File: config.mk
export PLATFORM = sky130hd
export DESIGN_NAME = ysyx_24080006_icache_sa
export DESIGN_NICKNAME = d
export VERILOG_FILES = /design/src/rtl/ysyx_24080006_icache_sa_pkg.sv /design/src/rtl/ysyx_24080006_icache_way.sv /design/src/rtl/ysyx_24080006_icache_sa.sv
export SDC_FILE = /design/constraint.sdc
export NUM_CORES = 1
export LEC_CHECK = 0
export BUFFER_PORTS_ARGS = -buffer_cell sky130_fd_sc_hd__clkbuf_2
export CORE_MARGIN = 2
export CORE_UTILIZATION = 27
export DETAILED_ROUTE_END_ITERATION = 12
export PLACE_DENSITY = 0.44
export SETUP_SLACK_MARGIN = 0.05
export SYNTH_ARGS = -nofsm -noshare
export SYNTH_HDL_FRONTEND = slang
export SYNTH_SLANG_ARGS = --single-unit
File: constraint.sdc
create_clock -name clk_i -period 4.34 [get_ports clk_i]
set_clock_uncertainty 0.1 [all_clocks]
set_input_delay 0.434 -clock clk_i [delete_from_list [all_inputs] [get_ports clk_i]]
set_output_delay 0.434 -clock clk_i [all_outputs]
set_load 0.01 [all_outputs]
File: src/rtl/ysyx_24080006_icache_sa_pkg.sv
// rtl/ysyx_24080006_icache_sa_pkg.sv - shared constants, FSM states and AXI read-channel types for the icache
package ysyx_24080006_icache_sa_pkg;
   localparam int IcacheWays     = 2;
   localparam int IcacheLineSize = 5;
   localparam int IcacheLineNum  = 1;

   localparam logic [1:0] AxiBurstIncr = 2'b01;
   localparam logic [2:0] AxiSize4B    = 3'b010;

   typedef enum logic [1:0] {
      IDLE,
      AR,
      R,
      REPLAY
   } icache_state_e;

   typedef struct packed {
      logic        arvalid;
      logic [31:0] araddr;
      logic [7:0]  arlen;
      logic [2:0]  arsize;
      logic [1:0]  arburst;
      logic        rready;
   } axi_r_m2s_t;

   typedef struct packed {
      logic        arready;
      logic        rvalid;
      logic [31:0] rdata;
      logic        rlast;
   } axi_r_s2m_t;
endpackage

File: src/rtl/ysyx_24080006_icache_way.sv
// rtl/ysyx_24080006_icache_way.sv - one way: valid bits (reset), tag array, data array with registered word read
module ysyx_24080006_icache_way #(
   parameter int LINE_LOG2 = 5,
   parameter int SETS_LOG2 = 1,
   parameter int IDX_W     = 1,
   parameter int TAG_W     = 26
) (
   input  logic                 clk_i,
   input  logic                 rst_ni,
   input  logic [IDX_W-1:0]     rd_idx_i,
   input  logic [LINE_LOG2-3:0] rd_word_i,
   output logic                 valid_o,
   output logic [TAG_W-1:0]     tag_o,
   output logic [31:0]          data_o,
   input  logic                 wr_en_i,
   input  logic                 fill_i,
   input  logic [IDX_W-1:0]     wr_idx_i,
   input  logic [LINE_LOG2-3:0] wr_word_i,
   input  logic [31:0]          wr_data_i,
   input  logic [TAG_W-1:0]     tag_i,
   input  logic                 inval_i
);
   localparam int SETS  = 1 << SETS_LOG2;
   localparam int WORDS = 1 << (LINE_LOG2 - 2);

   logic [SETS-1:0]  valid_q;
   logic [TAG_W-1:0] tag_q  [SETS];
   logic [31:0]      data_q [SETS][WORDS];

   always_ff @(posedge clk_i or negedge rst_ni) begin
      if (!rst_ni) begin
         valid_q <= '0;
      end else if (inval_i) begin
         valid_q <= '0;
      end else if (fill_i) begin
         valid_q[wr_idx_i] <= 1'b1;
      end
   end

   // Tag and data arrays carry no reset; valid bits alone qualify them.
   always_ff @(posedge clk_i) begin
      if (fill_i) tag_q[wr_idx_i] <= tag_i;
      if (wr_en_i) data_q[wr_idx_i][wr_word_i] <= wr_data_i;
      data_o <= data_q[rd_idx_i][rd_word_i];
   end

   assign valid_o = valid_q[rd_idx_i];
   assign tag_o   = tag_q[rd_idx_i];
endmodule

File: src/rtl/ysyx_24080006_icache_sa.sv
// rtl/ysyx_24080006_icache_sa.sv - set-associative instruction cache refilled by AXI INCR bursts
// Define YSYX_24080006_ICACHE_PERF_EN to add hit_cnt_o/miss_cnt_o counters.
module ysyx_24080006_icache_sa
   import ysyx_24080006_icache_sa_pkg::*;
#(
   parameter int WAYS      = IcacheWays,
   parameter int LINE_LOG2 = IcacheLineSize,
   parameter int SETS_LOG2 = IcacheLineNum
) (
   input  logic        clk_i,
   input  logic        rst_ni,
   input  logic        req_valid_i,
   output logic        req_ready_o,
   input  logic [31:0] req_addr_i,
   output logic        rsp_valid_o,
   output logic [31:0] rsp_data_o,
   input  logic        fence_i_i,
   output axi_r_m2s_t  axi_r_o,
   input  axi_r_s2m_t  axi_r_i
`ifdef YSYX_24080006_ICACHE_PERF_EN
   ,
   output logic [31:0] hit_cnt_o,
   output logic [31:0] miss_cnt_o
`endif
);
   localparam int WORD_W = LINE_LOG2 - 2;
   localparam int IDX_W  = (SETS_LOG2 > 0) ? SETS_LOG2 : 1;
   localparam int TAG_W  = 32 - LINE_LOG2 - SETS_LOG2;
   localparam int WAY_W  = (WAYS > 1) ? $clog2(WAYS) : 1;
   localparam int SETS   = 1 << SETS_LOG2;
   localparam logic [7:0] ARLEN = 8'((1 << WORD_W) - 1);

   icache_state_e     state_q, state_d;
   logic [31:0]       addr_q, word_q;
   logic [WORD_W-1:0] beat_q;
   logic [WAY_W-1:0]  victim_q, victim_d, hit_way_q, hit_way, rr_cur;
   logic              evict_q, evict_d, hit_q, fence_pend_q;
   logic [WAYS-1:0]   way_valid, way_live, way_hit;
   logic [TAG_W-1:0]  way_tag  [WAYS];
   logic [31:0]       way_data [WAYS];
   logic [IDX_W-1:0]  req_idx, miss_idx;
   logic [TAG_W-1:0]  req_tag, miss_tag;
   logic [WORD_W-1:0] req_word, miss_word;
   logic              accept, lookup_hit, wr_en, fill, inval;

   assign req_idx   = IDX_W'((req_addr_i >> LINE_LOG2) & ((32'd1 << SETS_LOG2) - 32'd1));
   assign req_tag   = TAG_W'(req_addr_i >> (LINE_LOG2 + SETS_LOG2));
   assign req_word  = req_addr_i[LINE_LOG2-1:2];
   assign miss_idx  = IDX_W'((addr_q >> LINE_LOG2) & ((32'd1 << SETS_LOG2) - 32'd1));
   assign miss_tag  = TAG_W'(addr_q >> (LINE_LOG2 + SETS_LOG2));
   assign miss_word = addr_q[LINE_LOG2-1:2];

   // A fence in IDLE wipes the valid bits this cycle, so a same-cycle lookup must already see them gone.
   assign way_live   = way_valid & {WAYS{!fence_i_i}};
   assign accept     = (state_q == IDLE) && req_valid_i;
   assign lookup_hit = |way_hit;
   assign wr_en      = (state_q == R) && axi_r_i.rvalid;
   assign fill       = wr_en && axi_r_i.rlast;
   assign inval      = ((state_q == IDLE) && fence_i_i) ||
                       ((state_q == REPLAY) && (fence_pend_q || fence_i_i));

   for (genvar w = 0; w < WAYS; w++) begin : g_way
      ysyx_24080006_icache_way #(
         .LINE_LOG2(LINE_LOG2), .SETS_LOG2(SETS_LOG2), .IDX_W(IDX_W), .TAG_W(TAG_W)
      ) u_way (
         .clk_i    (clk_i),
         .rst_ni   (rst_ni),
         .rd_idx_i (req_idx),
         .rd_word_i(req_word),
         .valid_o  (way_valid[w]),
         .tag_o    (way_tag[w]),
         .data_o   (way_data[w]),
         .wr_en_i  (wr_en && (victim_q == WAY_W'(w))),
         .fill_i   (fill && (victim_q == WAY_W'(w))),
         .wr_idx_i (miss_idx),
         .wr_word_i(beat_q),
         .wr_data_i(axi_r_i.rdata),
         .tag_i    (miss_tag),
         .inval_i  (inval)
      );
      assign way_hit[w] = way_live[w] && (way_tag[w] == req_tag);
   end

   if (WAYS > 1) begin : g_rr
      logic [WAY_W-1:0] rr_q [SETS];
      always_ff @(posedge clk_i or negedge rst_ni) begin
         if (!rst_ni) begin
            for (int s = 0; s < SETS; s++) rr_q[s] <= '0;
         end else if (fill && evict_q) begin
            rr_q[miss_idx] <= rr_q[miss_idx] + WAY_W'(1);
         end
      end
      assign rr_cur = rr_q[req_idx];
   end else begin : g_dm
      assign rr_cur = '0;
   end

   // Descending scan so the lowest-numbered hit / invalid way wins.
   always_comb begin
      hit_way  = '0;
      victim_d = rr_cur;
      evict_d  = 1'b1;
      for (int w = WAYS - 1; w >= 0; w--) begin
         if (way_hit[w]) hit_way = WAY_W'(w);
         if (!way_live[w]) begin
            victim_d = WAY_W'(w);
            evict_d  = 1'b0;
         end
      end
   end

   always_ff @(posedge clk_i or negedge rst_ni) begin
      if (!rst_ni) state_q <= IDLE;
      else         state_q <= state_d;
   end

   always_comb begin
      state_d = state_q;
      case (state_q)
         IDLE:    if (accept && !lookup_hit) state_d = AR;
         AR:      if (axi_r_i.arready) state_d = R;
         R:       if (fill) state_d = REPLAY;
         REPLAY:  state_d = IDLE;
         default: state_d = IDLE;
      endcase
   end

   always_comb begin
      axi_r_o         = '0;
      axi_r_o.araddr  = {addr_q[31:LINE_LOG2], {LINE_LOG2{1'b0}}};
      axi_r_o.arlen   = ARLEN;
      axi_r_o.arsize  = AxiSize4B;
      axi_r_o.arburst = AxiBurstIncr;
      axi_r_o.arvalid = (state_q == AR);
      axi_r_o.rready  = (state_q == R);
      req_ready_o     = (state_q == IDLE);
      rsp_valid_o     = hit_q || (state_q == REPLAY);
      rsp_data_o      = (state_q == REPLAY) ? word_q : way_data[hit_way_q];
   end

   always_ff @(posedge clk_i or negedge rst_ni) begin
      if (!rst_ni) begin
         hit_q        <= 1'b0;
         hit_way_q    <= '0;
         addr_q       <= '0;
         victim_q     <= '0;
         evict_q      <= 1'b0;
         beat_q       <= '0;
         word_q       <= '0;
         fence_pend_q <= 1'b0;
      end else begin
         hit_q <= accept && lookup_hit;
         if (accept && lookup_hit) hit_way_q <= hit_way;
         if (accept && !lookup_hit) begin
            addr_q   <= req_addr_i;
            victim_q <= victim_d;
            evict_q  <= evict_d;
            beat_q   <= '0;
         end
         if (wr_en) begin
            beat_q <= beat_q + WORD_W'(1);
            if (beat_q == miss_word) word_q <= axi_r_i.rdata;
         end
         if (state_q == REPLAY)                   fence_pend_q <= 1'b0;
         else if (fence_i_i && state_q != IDLE)   fence_pend_q <= 1'b1;
      end
   end

`ifdef YSYX_24080006_ICACHE_PERF_EN
   always_ff @(posedge clk_i or negedge rst_ni) begin
      if (!rst_ni) begin
         hit_cnt_o  <= '0;
         miss_cnt_o <= '0;
      end else if (accept) begin
         if (lookup_hit) hit_cnt_o  <= hit_cnt_o + 32'd1;
         else            miss_cnt_o <= miss_cnt_o + 32'd1;
      end
   end
`endif
endmodule

==> results.toml, run 1 <==
[synthesis]
ys_async_sr_fraction_pct = 6.14
ys_ff_latch = 1270
netlist_area_um2 = 48400
synth_top_area_share_pct = 70.0
synth_edf_count = 1128
seq_area_frac_synth_pct = 76.7
ys.flop_type = "edfxtp_1"
synth_cell_type_count = 43
netlist_top_cells_area = "edfxtp_1 70%, mux4_2 15%, dfrtp_1 4.0%"
syn_area_per_cell_um2 = 22.5
yosysWarnings = 0
synthCells = 2153
synth.top_cells.by_count = "1128 x edfxtp_1, 320 x mux4_2, 86 x mux2i_1, 78 x dfrtp_1"
synth_area_leader_cell = "edfxtp_1"
yosysMostFrequentCell = "edfxtp_1"

[global_route]
grt_pass1_vias = 23600
gr-total-overflow = 0
antenna_found_initial = 9
grtUsageTotal_pct = 14.0
grt_pass1_wl_um = 180000
grt_max_degree = 110

[floorplanning]
chipHeight_um = 427
rows = 155
start_util_pct = 27.1
core_um2 = 178000
die_area_um2 = 183000
die_w_um = 427
ios = 152

[worst_setup_path]
cp_slowest_cell = "dfrtp_4"
cpPeakStageDelay_ns = 0.88
crit_fanout = 19
cp-end-kind = "primary output"
crit_chain = "buf_4 -> mux2i_1 -> o21ai_0 -> clkbuf_2"
required_ns = 3.81
worstPathArrival_ns = 2.81
r2r_cells = 6
path_class = "reg -> out"
r2r_start = "state_q[0]"
crit_start = "hit_way_q"
start_kind = "flip-flop"

[power_and_ir_drop]
power_switching_w = 0.00700
pwr-share-clk_pct = 40.6
p_leak_nw = 18.7
p_comb_share_pct = 9.9
intPower_w = 0.0224
switching_share_pct = 23.8
vdd_ir_drop_max_v = 0.000280
sequentialPowerShare_pct = 49.5
p_per_area_nw_per_um2 = 511

[drt]
wl_met3_um = 5860
postRouteWirelength_um = 127000
routed_via_density = 4.52
dr.pass1.iters = 5
met2_wirelength_um = 64800
antenna_left = 0
met1_length_um = 54300
drc = 0
drt-initial-drc-count = 1975
wl_per_cell_um = 26.1
via_count = 22000
topRoutingLayerUsed = "met5"

[clocking]
ctsResizeCount = 0
cts_buffer_depth = 3
clk_pin_slew_ns = 0.06
cts_tree = "done"
cts_made_buffers = 144
htree_levels = 4
clk_latency_ns = 0.75
clock-root-buffer = "clkbuf_16"
cts.sinks = 1270

[min_path]
min_from = "axi_r_i[33]"
holdCritPathClass = "in -> reg"
worstHoldPathCells = 3

[timing]
slew_headroom_pct = 32.3
fmax_mhz = 299
setup_viol = 0
setup_ws_ns = 0.993
fin_crit_ns = 3.35
hold_viol = 0
finalSetupTns_ns = 0
holdWs_ns = 0.141
post-route-period-util_pct = 77.1
rsz0062_at_grt = "no"
worst_pin_slew_ns = 1.02
slew_violations = 0

[placed_design]
place_congestion = 0.729
dpl.hpwl_um = 70500
place_ws_ns = 0.645
placed_area_um2 = 52500
port-buffer-count = 131

[layout]
drive_above_1_share_pct = 33.1
area_growth_pct = 18.7
post-route-util_pct = 32.2
fin_nets = 2479
design_area_um2 = 57400

[status]
outcome = "finished clean"

[job]
max_cap_violations = 0
-- state kept, by name (all words and copies together) (netlist names), 2 cells and up --
name and flops:
addr_q 30, beat_q 3, g_rr.rr_q 2, g_way.u_way.data_o 64, g_way.u_way.data_q 1024, g_way.u_way.tag_q 104, g_way.u_way.valid_q 4, state_q 2
word_q 32
-- repair_timing --
item                      in CTS  in global routing
hold endpoints to repair      78                  0
setup buffers                  0                  0
hold buffers                  30                  0
-- final timing paths --
path	end	slack (ns)
max	rsp_data_o[10]	0.99
min	beat_q[0]	0.14
max reg2reg	g_way[0].u_way.data_q[0][166]	1.28
min reg2reg	g_rr.rr_q[1]	0.38
max in group asynchronous	hit_way_q	2.99
min in group asynchronous	word_q[6]	0.27
-- routing by layer --
metal | up-vias | track usage, %
li1 | 9368 | -
met1 | 12000 | 18.1
met2 | 532 | 24.1
met3 | 171 | 2.80
met4 | 6 | 3.33
met5 | - | 0
-- power by group through the flow --
stage | Sequential [W] | Clock, W | Combinational, W
after CTS | 0.0146 | 0.0123 | 0.00302
final | 0.0145 | 0.0119 | 0.00291
after floorplan | 0.0146 | 0 | 0.00191
after global placement | 0.0147 | 0 | 0.00294
after detailed placement | 0.0148 | 0 | 0.00299
after global routing | 0.0146 | 0.0127 | 0.00318
-- cells in the final DEF, fill, tap and decap left out, drive strengths merged, types with 42 or more instances in the layout --
cell type  Yosys  final
dfxtp         64     64
mux2i         86     86
dfrtp         78     78
clkbuf        64    321
buf           82     78
mux2          62     62
nor2          54     54
xnor2         54     54
clkinv         0     56
edfxtp      1128   1128
nand2         42     42
mux4         320    320
-- through the flow --
step | total power, W | instances
6_report | 0.0294 | 4882
5_1_grt | 0.0305 | 4881
4_1_cts | 0.0298 | 4880
3_5_place_dp | 0.0178 | 4582
3_3_place_gp | 0.0177 | 4582
2_1_floorplan | 0.0165 | 2169
-- cell type report --
type                    instances  area, µm²
clock buffers                 195       3970
multi-input cells             748      10800
clock inverters                73        691
repair buffers                234       1910
diodes                          2       5.00
flip-flops and latches       1270      37100
fillers                     16800     121000
well taps                    2355       2950
inverters                       5       18.8
-- kinds of logic (layout without fill, tap and decap cells) --
group,Yosys count,after routing,share of synthesized area (%)
xor gates and xnor gates,57,57,1.03
adders and majority gates,5,5,0.129
DFF,1270,1270,76.7
AOI/OAI and AO/OA,55,55,0.686
and+or+nand+nor,145,145,1.40
buffers and inverters,151,507,1.68
other,2,20,0.0155
muxes,468,468,18.3
-- worst max-delay path, delay by kind of cell (launching register included) --
| kind | cells | cell delay, ns |
|---|---|---|
| flip-flops | 1 | 0.88 |
| buffers and inverters | 2 | 0.53 |
| multiplexers | 1 | 0.37 |
| AO/OA/AOI/OAI | 1 | 0.23 |
No activity file was read; power rests on OpenSTA's default activity.
==> inputs of run 2 (changes only) <==
- clock period: 4.34 -> 3.3 ns (I/O delays scaled with it)
==> run 2 against run 1 <==
Clock power increased by 37%. Hold slack got worse by 0.099 ns. Combinational power grew 33%. Largest power group unchanged. Highest routed layer unchanged.
==> results.toml, run 2 (synthesis gave the netlist of run 1 again) <==
[worst_setup_path]
cp_slowest_cell = "ha_4"
crit_chain = "ha_4 -> o21ai_0 -> clkbuf_2"
critical_path_buf_inv_count = 1
crit_start = "state_q[0]"
crit_fanout = 42
crit_family = "adder cells"
worstPathArrival_ns = 2.61
path_class = "reg -> out"
cp-end-kind = "primary output"
r2r_start = "state_q[0]"
start_kind = "flip-flop"
required_ns = 2.87
cpPeakStageDelay_ns = 0.63

[drt]
postRouteWirelength_um = 126000
drt-initial-drc-count = 1671
drc = 0
wl_per_cell_um = 25.5
routed_via_density = 4.55
dr.pass1.iters = 5
via_count = 22400
antenna_left = 0

[floorplanning]
die_w_um = 427
ios = 152
start_util_pct = 27.1
rows = 155
die_area_um2 = 183000
core_um2 = 178000
chipHeight_um = 427

[layout]
design_area_um2 = 58100
area_growth_pct = 20.1
largest_register = "g_way.u_way.data_q"
fin_nets = 2517
final_common_cell = "edfxtp_1"
drive_above_1_share_pct = 34.2
reg_top3 = "g_way.u_way.data_q x1024, g_way.u_way.tag_q x104, g_way.u_way.data_o x64"
largest_reg_flops = 1024
most-common-layout-cells = "1128 x edfxtp_1, 320 x mux4_2, 148 x clkbuf_16, 126 x clkbuf_2, 85 x mux2i_1"

[power_and_ir_drop]
switching_share_pct = 23.7
vdd_ir_drop_max_v = 0.000454
p_per_area_nw_per_um2 = 676
total_power_w = 0.0393
p_comb_share_pct = 9.8
p_leak_nw = 19.0
pwr-share-clk_pct = 41.5
sequentialPowerShare_pct = 48.7
intPower_w = 0.0300
power_switching_w = 0.00931

[placed_design]
placed_area_um2 = 52900
place_congestion = 0.721
port-buffer-count = 131
dpl.hpwl_um = 70500
place_ws_ns = 0.148

[timing]
fin_crit_ns = 3.04
worst_pin_slew_ns = 0.876
rsz0062_at_grt = "no"
slew_violations = 0
setup_viol = 0
hold_viol = 0
setup_ws_ns = 0.264
finalSetupTns_ns = 0
fmax_mhz = 329
post-route-period-util_pct = 92.0
slew_headroom_pct = 41.6

[global_route]
grt_max_degree = 54
gr-total-overflow = 0
grtUsageMet1_pct = 17.9
grt_pass1_vias = 24000
top_usage_layer = "met2"
grt_pass1_wl_um = 178000
use_met2_pct = 23.6
antenna_found_initial = 7
grt_use_met3_pct = 2.58
grtUsageTotal_pct = 13.8

[status]
outcome = "finished clean"

[clocking]
clk_latency_ns = 0.78
cts_buffer_depth = 3
clock-root-buffer = "clkbuf_16"
cts.sinks = 1270
htree_levels = 4
clk_pin_slew_ns = 0.06
cts_made_buffers = 144
cts_tree = "done"

[min_path]
holdCritPathClass = "in -> async"

[job]
max_cap_violations = 0
==> run 2: final timing paths <==
check	depth (start not counted)	endpoint	slack, ns
worst max-delay path	3	rsp_data_o[29]	0.26
worst min-delay path	2	addr_q[23]	0.04
worst max register to register	6	g_way[0].u_way.tag_q[0][25]	0.46
max in group asynchronous	3	word_q[18]	2.15
worst min register to register	1	g_rr.rr_q[1]	0.38
min in group clk_i	1	g_way[1].u_way.data_q[0][183]	0.06
==> run 2: cell type report <==
type                    instances  area (µm²)
inverters                       5        18.8
well taps                    2355        2950
clock buffers                 186        3930
diodes                          2        5.00
flip-flops and latches       1270       37100
multi-input cells             748       10800
fillers                     16800      120000
clock inverters                81         922
repair buffers                272        2400
==> run 2: power groups by stage <==
stage | logic [W] | clock network, W | registers, W
2_1_floorplan | 0.00251 | 0 | 0.0192
3_3_place_gp | 0.00391 | 0 | 0.0194
3_5_place_dp | 0.00397 | 0 | 0.0195
4_1_cts | 0.00402 | 0.0168 | 0.0191
5_1_grt | 0.00422 | 0.0174 | 0.0192
6_report | 0.00387 | 0.0163 | 0.0191
==> run 2: metrics by stage <==
| step | util [%] | std cells | hold WS (ns) |
|---|---|---|---|
| after CTS | 32.6 | 4917 | 0.0122 |
| after floorplan | - | 2169 | -0.0656 |
| final | 32.6 | 4919 | 0.0419 |
| after global routing | 32.6 | 4917 | 0.0660 |
| after global placement | 29.7 | 4614 | 0.355 |
| after detailed placement | 29.7 | 4614 | 0.343 |
==> run 2: per-layer routing <==
layer | routed length [µm] | vias up | part of all wire [%]
li1 | - | 9447 | -
met1 | 53400 | 12200 | 42
met3 | 5600 | 197 | 4.5
met2 | 63400 | 547 | 50
met5 | 27 | - | 0.021
met4 | 3270 | 4 | 2.6
==> run 2: what timing repair did <==
| item | in CTS | in global routing |
|---|---|---|
| endpoints found under the hold margin | 84 | 0 |
| setup endpoints to repair | 2 | 0 |
| hold buffers | 32 | 0 |
| setup buffers | 4 | 0 |
| gates resized for setup | 1 | 0 |
